**src/rtl/prm_edge_mask_accum.sv**
```systemverilog
// Obstacle-code front end and blocked-edge bitmap accumulator for the PRM checker bank.
// Codes are registered onto the shared checker inputs; returned masks are OR-ed and read out.
module prm_edge_mask_accum #(
  parameter int unsigned N_EDGES = 1024,
  parameter int unsigned CODE_W  = 15,
  parameter int unsigned OUT_W   = 32,
  parameter int unsigned CNT_W   = 16,
  localparam int unsigned N_WORDS = N_EDGES / OUT_W,
  localparam int unsigned IDX_W   = $clog2(N_WORDS)
) (
  input  logic               clk,
  input  logic               rst,
  input  logic               in_valid,
  output logic               in_ready,
  input  logic [CODE_W-1:0]  in_code,
  input  logic               in_last,
  output logic [CODE_W-1:0]  chk_code,
  input  logic [N_EDGES-1:0] edge_mask_in,
  output logic               out_valid,
  input  logic               out_ready,
  output logic [OUT_W-1:0]   out_data,
  output logic [IDX_W-1:0]   out_idx,
  output logic               out_last,
  output logic [CNT_W-1:0]   obs_cnt
);

  typedef enum logic [1:0] {StIdle, StAccum, StDrain, StOut} state_e;

  localparam logic [IDX_W-1:0] LastIdx = IDX_W'(N_WORDS - 1);

  state_e             state_q, state_d;
  logic               v1_q, v2_q;
  logic [CODE_W-1:0]  code_q;
  logic [N_EDGES-1:0] edge_q;
  logic [N_EDGES-1:0] bitmap_q;
  logic [IDX_W-1:0]   idx_q;
  logic [CNT_W-1:0]   cnt_q;
  logic               accept;
  logic               rd_fire;
  logic               rd_done;

  always_comb begin
    state_d   = state_q;
    in_ready  = 1'b0;
    out_valid = 1'b0;
    unique case (state_q)
      StIdle, StAccum: begin
        in_ready = ~rst;
        if (in_valid && in_ready) begin
          state_d = in_last ? StDrain : StAccum;
        end
      end
      // S1 empty means the last beat sits in S2 and lands in the bitmap on this edge.
      StDrain: begin
        if (!v1_q) begin
          state_d = StOut;
        end
      end
      StOut: begin
        out_valid = 1'b1;
        if (out_ready && (idx_q == LastIdx)) begin
          state_d = StIdle;
        end
      end
      default: state_d = StIdle;
    endcase
  end

  assign accept   = in_valid & in_ready;
  assign out_last = out_valid & (idx_q == LastIdx);
  assign rd_fire  = out_valid & out_ready;
  assign rd_done  = rd_fire & out_last;
  assign out_data = out_valid ? bitmap_q[idx_q * OUT_W +: OUT_W] : '0;
  assign out_idx  = idx_q;
  assign chk_code = code_q;
  assign obs_cnt  = cnt_q;

  always_ff @(posedge clk or posedge rst) begin
    if (rst) begin
      state_q <= StIdle;
    end else begin
      state_q <= state_d;
    end
  end

  // Checker inputs only change on an accepted beat to avoid needless toggling.
  always_ff @(posedge clk or posedge rst) begin
    if (rst) begin
      code_q <= '0;
      v1_q   <= 1'b0;
      v2_q   <= 1'b0;
      edge_q <= '0;
    end else begin
      if (accept) begin
        code_q <= in_code;
      end
      v1_q <= accept;
      v2_q <= v1_q;
      if (v1_q) begin
        edge_q <= edge_mask_in;
      end
    end
  end

  always_ff @(posedge clk or posedge rst) begin
    if (rst) begin
      bitmap_q <= '0;
      cnt_q    <= '0;
      idx_q    <= '0;
    end else if (rd_done) begin
      bitmap_q <= '0;
      cnt_q    <= '0;
      idx_q    <= '0;
    end else begin
      if (rd_fire) begin
        idx_q <= idx_q + 1'b1;
      end
      if (v2_q) begin
        bitmap_q <= bitmap_q | edge_q;
        if (cnt_q != '1) begin
          cnt_q <= cnt_q + 1'b1;
        end
      end
    end
  end

endmodule

```
**config.mk**
```make
export PLATFORM = sky130hd
export DESIGN_NAME = prm_edge_mask_accum
export DESIGN_NICKNAME = d
export VERILOG_FILES = /design/src/rtl/prm_edge_mask_accum.sv
export SDC_FILE = /design/constraint.sdc
export NUM_CORES = 2
export LEC_CHECK = 0
export BUFFER_PORTS_ARGS = -buffer_cell sky130_fd_sc_hd__buf_2
export CAP_MARGIN = 20
export CORE_ASPECT_RATIO = 0.8
export CORE_UTILIZATION = 30
export DETAILED_ROUTE_END_ITERATION = 8
export GPL_TIMING_DRIVEN = 0
export PLACE_DENSITY = 0.44
export SLEW_MARGIN = 0
export SYNTH_ARGS = -nofsm -noshare
export SYNTH_HDL_FRONTEND = slang
export SYNTH_SLANG_ARGS = --single-unit
```
**constraint.sdc**
```tcl
create_clock -name clk -period 90 [get_ports clk]
set_input_delay 4.5 -clock clk [delete_from_list [all_inputs] [get_ports clk]]
set_output_delay 4.5 -clock clk [all_outputs]
set_load 0.005 [all_outputs]
```
==> out/qor.txt <==
================================================================================
Global-route wire length before repair ............................    484000 um
Startpoint of the most critical hold path .........................         v1_q
End-of-flow core utilization ......................................        36.9%
Hold slack ........................................................     0.393 ns
Post-synthesis instance area ......................................   0.0837 mm2
Fraction of the cycle the final worst path needs ..................        11.2%
Placed Area .......................................................   0.0947 mm2
Routed via count ..................................................        60900
Critical path launch point type ...................................    flip-flop
Via count of the first global-routing pass ........................        61400
Most common library cell in the layout ignoring fill and taps ..... sky130_fd_sc_hd__dfrtp_1
Layout Skew .......................................................    0.0534 ns
Top_reg_cell synth ................................................ sky130_fd_sc_hd__dfrtp_1
Final setup viols .................................................            0
Post-CTS sizing ...................................................            0
End point of the most critical hold path ..........................         v2_q
Worst Tran Pin Value ..............................................      1.17 ns
Critical Path RT ..................................................     85.50 ns
CORE AREA .........................................................    0.277 mm2
H-tree levels .....................................................            4
Largest net degree at the start of global routing .................          132
Leftover overflow at the end of global routing ....................            0
Proportion of synthesized chip area in sequential cells ...........        62.4%
Status ............................................................    completed
Peak fanout along the critical path ...............................           11
First-pass iteration count of the detailed router .................            5
Worst max-slew margin expressed relative to the limit .............        21.3%
X dimension of the die ............................................       592 um
Initial Util ......................................................        30.2%
Drc violations ....................................................            0
Full die area .....................................................    0.281 mm2
Final routed wire length divided by cell count ....................      29.6 um
Final nets ........................................................         8997
Reported leakage power ............................................    0.0412 uW
Highest clock frequency the design can meet .......................   0.0993 GHz
Row Count .........................................................          173
Floorplan die height ..............................................       474 um
Synth Warn # ......................................................            0
Crit end category .................................................   output pin
Initial drt markers ...............................................         5461
R2R Path End ...................................................... bitmap_q[242]
Post-CTS Hold Buffers .............................................            0
Hold Crit Depth ...................................................            0
Synthesized netlist net count .....................................         7607
Unrepaired setup endpoints after global routing ...................        false
Clock sink total ..................................................         2088
Total clock buffers created by CTS ................................          228
CTS tree ..........................................................          yes
Synthesized area per cell .........................................     12.8 um2
Area added between synthesis and finish ...........................        22.3%
Setup TNS after final layout ......................................         0 ns
DRT Wirelength ....................................................    351000 um
Final Hold Vio Count ..............................................            0
Non-Filler Cell Area, Final .......................................    0.102 mm2
Reg-to-Reg Start ..................................................   out_idx[2]
Root cell of the clock tree ....................................... sky130_fd_sc_hd__clkbuf_16
I/O pin count .....................................................         1115
Depth of the worst register-to-register path ......................           11
Clk pin slew, worst setup/hold paths ..............................      0.06 ns
Number of antenna violations at the first check in global routing .          193
Slew Viols, Final .................................................            0
Number of flip-flops and latches in the synthesized netlist .......         2088
Post-DRT Antenna Nets .............................................            0
Type of the worst setup path ...................................... flip-flop to output pin
Number of buffers inserted by post-CTS setup repair ...............            0
Minimum period implied by the final worst setup slack .............     10.07 ns
Post-synthesis cell type count ....................................           45
GRT Util Overall ..................................................        24.6%
Maximum clock path buffer count ...................................            4
Endpoint arrival time on the critical path ........................      5.57 ns
Path type of the worst min-delay path ............................. flip-flop to flip-flop
Mean number of vias per cell ......................................         5.13
Maximum VDD drop ..................................................  0.0000179 V
R2R Setup Slk .....................................................     84.11 ns
Number of cells produced by synthesis .............................         6560
Final GP Congestion ...............................................        0.887
Proportion of layout cells with a drive suffix above 1 ............        36.0%
Async SR Flop Fraction ............................................         100%
Number of synthesized flops with an enable pin ....................            0
Power density cells ...............................................  31.4 mW/mm2
Count of maximum capacitance violations ...........................            0
Clock latency reported for the late side of the worst-skew pair ...      0.90 ns
Most frequent cells in the layout ................................. sky130_fd_sc_hd__dfrtp_1, sky130_fd_sc_hd__buf_2, sky130_fd_sc_hd__mux2_2
Detailed placer's ending HPWL .....................................    278000 um
Count of buffers inserted at the top-level ports ..................         1114
================================================================================
## flip-flops by register name, indices dropped and copies added (netlist names)
name      count
bitmap_q   1024
edge_q     1024
obs_cnt      16
chk_code     15
out_idx       5
state_q       2
v1_q          1
v2_q          1
## where the power goes
group / switching, uW / leakage [uW] / internal [uW]
Combinational: 447 / 0.0157 / 357
Sequential: 213 / 0.0218 / 1250
Clock: 401 / 0.00367 / 550
## metrics by stage
stage / total power, uW / cells / setup slack (ns)
2_1_floorplan: 1900 / 6560 / 26.52
3_3_place_gp: 2270 / 11300 / 2.10
3_5_place_dp: 2280 / 11400 / 80.43
4_1_cts: 3240 / 11800 / 79.66
5_1_grt: 3370 / 11800 / 79.76
6_report: 3220 / 11900 / 79.93
## routing by layer
metal / up-vias / GRT usage, % / share of wire, % / routed length, um
met5: - / 0 / 0.10 / 368
li1: 25900 / - / - / -
met3: 600 / 4.41 / 6.4 / 22400
met4: 58 / 8.73 / 3.6 / 12800
met2: 2207 / 36.5 / 44 / 153000
met1: 32100 / 35.8 / 46 / 163000
## cell families (layout without fill, tap and decap cells)
logic type	Yosys count	after routing	share of synthesized area, %
buf+inv	472	2044	2.41
simple gates	1257	1257	5.91
xor+xnor	14	14	0.147
flops	2088	2088	62.4
compound gates	1302	1302	8.35
fa+ha+maj	3	3	0.0449
mux	1424	1424	20.7
other cells	0	56	0
## cells in the mapped netlist (8+ instances only)
cell type	instances	area share, %
sky130_fd_sc_hd__nor3_1	34	0.20
sky130_fd_sc_hd__buf_2	89	0.53
sky130_fd_sc_hd__buf_1	18	0.081
sky130_fd_sc_hd__o311a_1	32	0.38
sky130_fd_sc_hd__mux2_2	1167	16
sky130_fd_sc_hd__o21ai_0	71	0.42
sky130_fd_sc_hd__xnor2_1	8	0.084
sky130_fd_sc_hd__nor2_1	1077	4.8
sky130_fd_sc_hd__nor2b_1	34	0.25
sky130_fd_sc_hd__a211oi_1	36	0.32
sky130_fd_sc_hd__buf_4	22	0.20
sky130_fd_sc_hd__o221ai_1	32	0.33
sky130_fd_sc_hd__o22ai_1	64	0.48
sky130_fd_sc_hd__nand2_1	74	0.33
sky130_fd_sc_hd__nand3_1	8	0.048
sky130_fd_sc_hd__clkbuf_1	335	1.5
sky130_fd_sc_hd__mux2i_1	129	1.5
sky130_fd_sc_hd__a21oi_1	1058	6.3
sky130_fd_sc_hd__dfrtp_1	2088	62
sky130_fd_sc_hd__mux4_2	128	3.4
## worst max path at each step
stage / start / endpoint / slack [ns]
5_1_grt: out_idx[1] / out_data[13] / 79.76
2_1_floorplan: rst / bitmap_q[0] / 26.52
4_1_cts: out_idx[1] / out_data[13] / 79.66
3_3_place_gp: rst / edge_q[779] / 2.10
6_report: out_idx[1] / out_data[13] / 79.93
3_5_place_dp: rst / in_ready / 80.43
## final cells by class
type,instances,area [um2]
diodes,56,140
plain buffers,471,2020
clock buffers,351,6760
clock inverters,61,709
fillers,27300,175000
inverters,1,11.3
multi-input cells,4000,29400
flip-flops and latches,2088,52300
well taps,3675,4600
repair buffers,1160,6400
## critical path, cell delays in order, from the launching register on
cell	delay, ns
sky130_fd_sc_hd__dfrtp_1	0.51
sky130_fd_sc_hd__buf_4	0.42
sky130_fd_sc_hd__buf_2	0.60
sky130_fd_sc_hd__buf_1	0.72
sky130_fd_sc_hd__mux4_2	0.47
sky130_fd_sc_hd__a21oi_1	0.81
sky130_fd_sc_hd__o21ai_0	0.64
sky130_fd_sc_hd__o311a_1	0.30
sky130_fd_sc_hd__buf_2	0.17
Note: power is estimated with default switching activity, not from simulation.
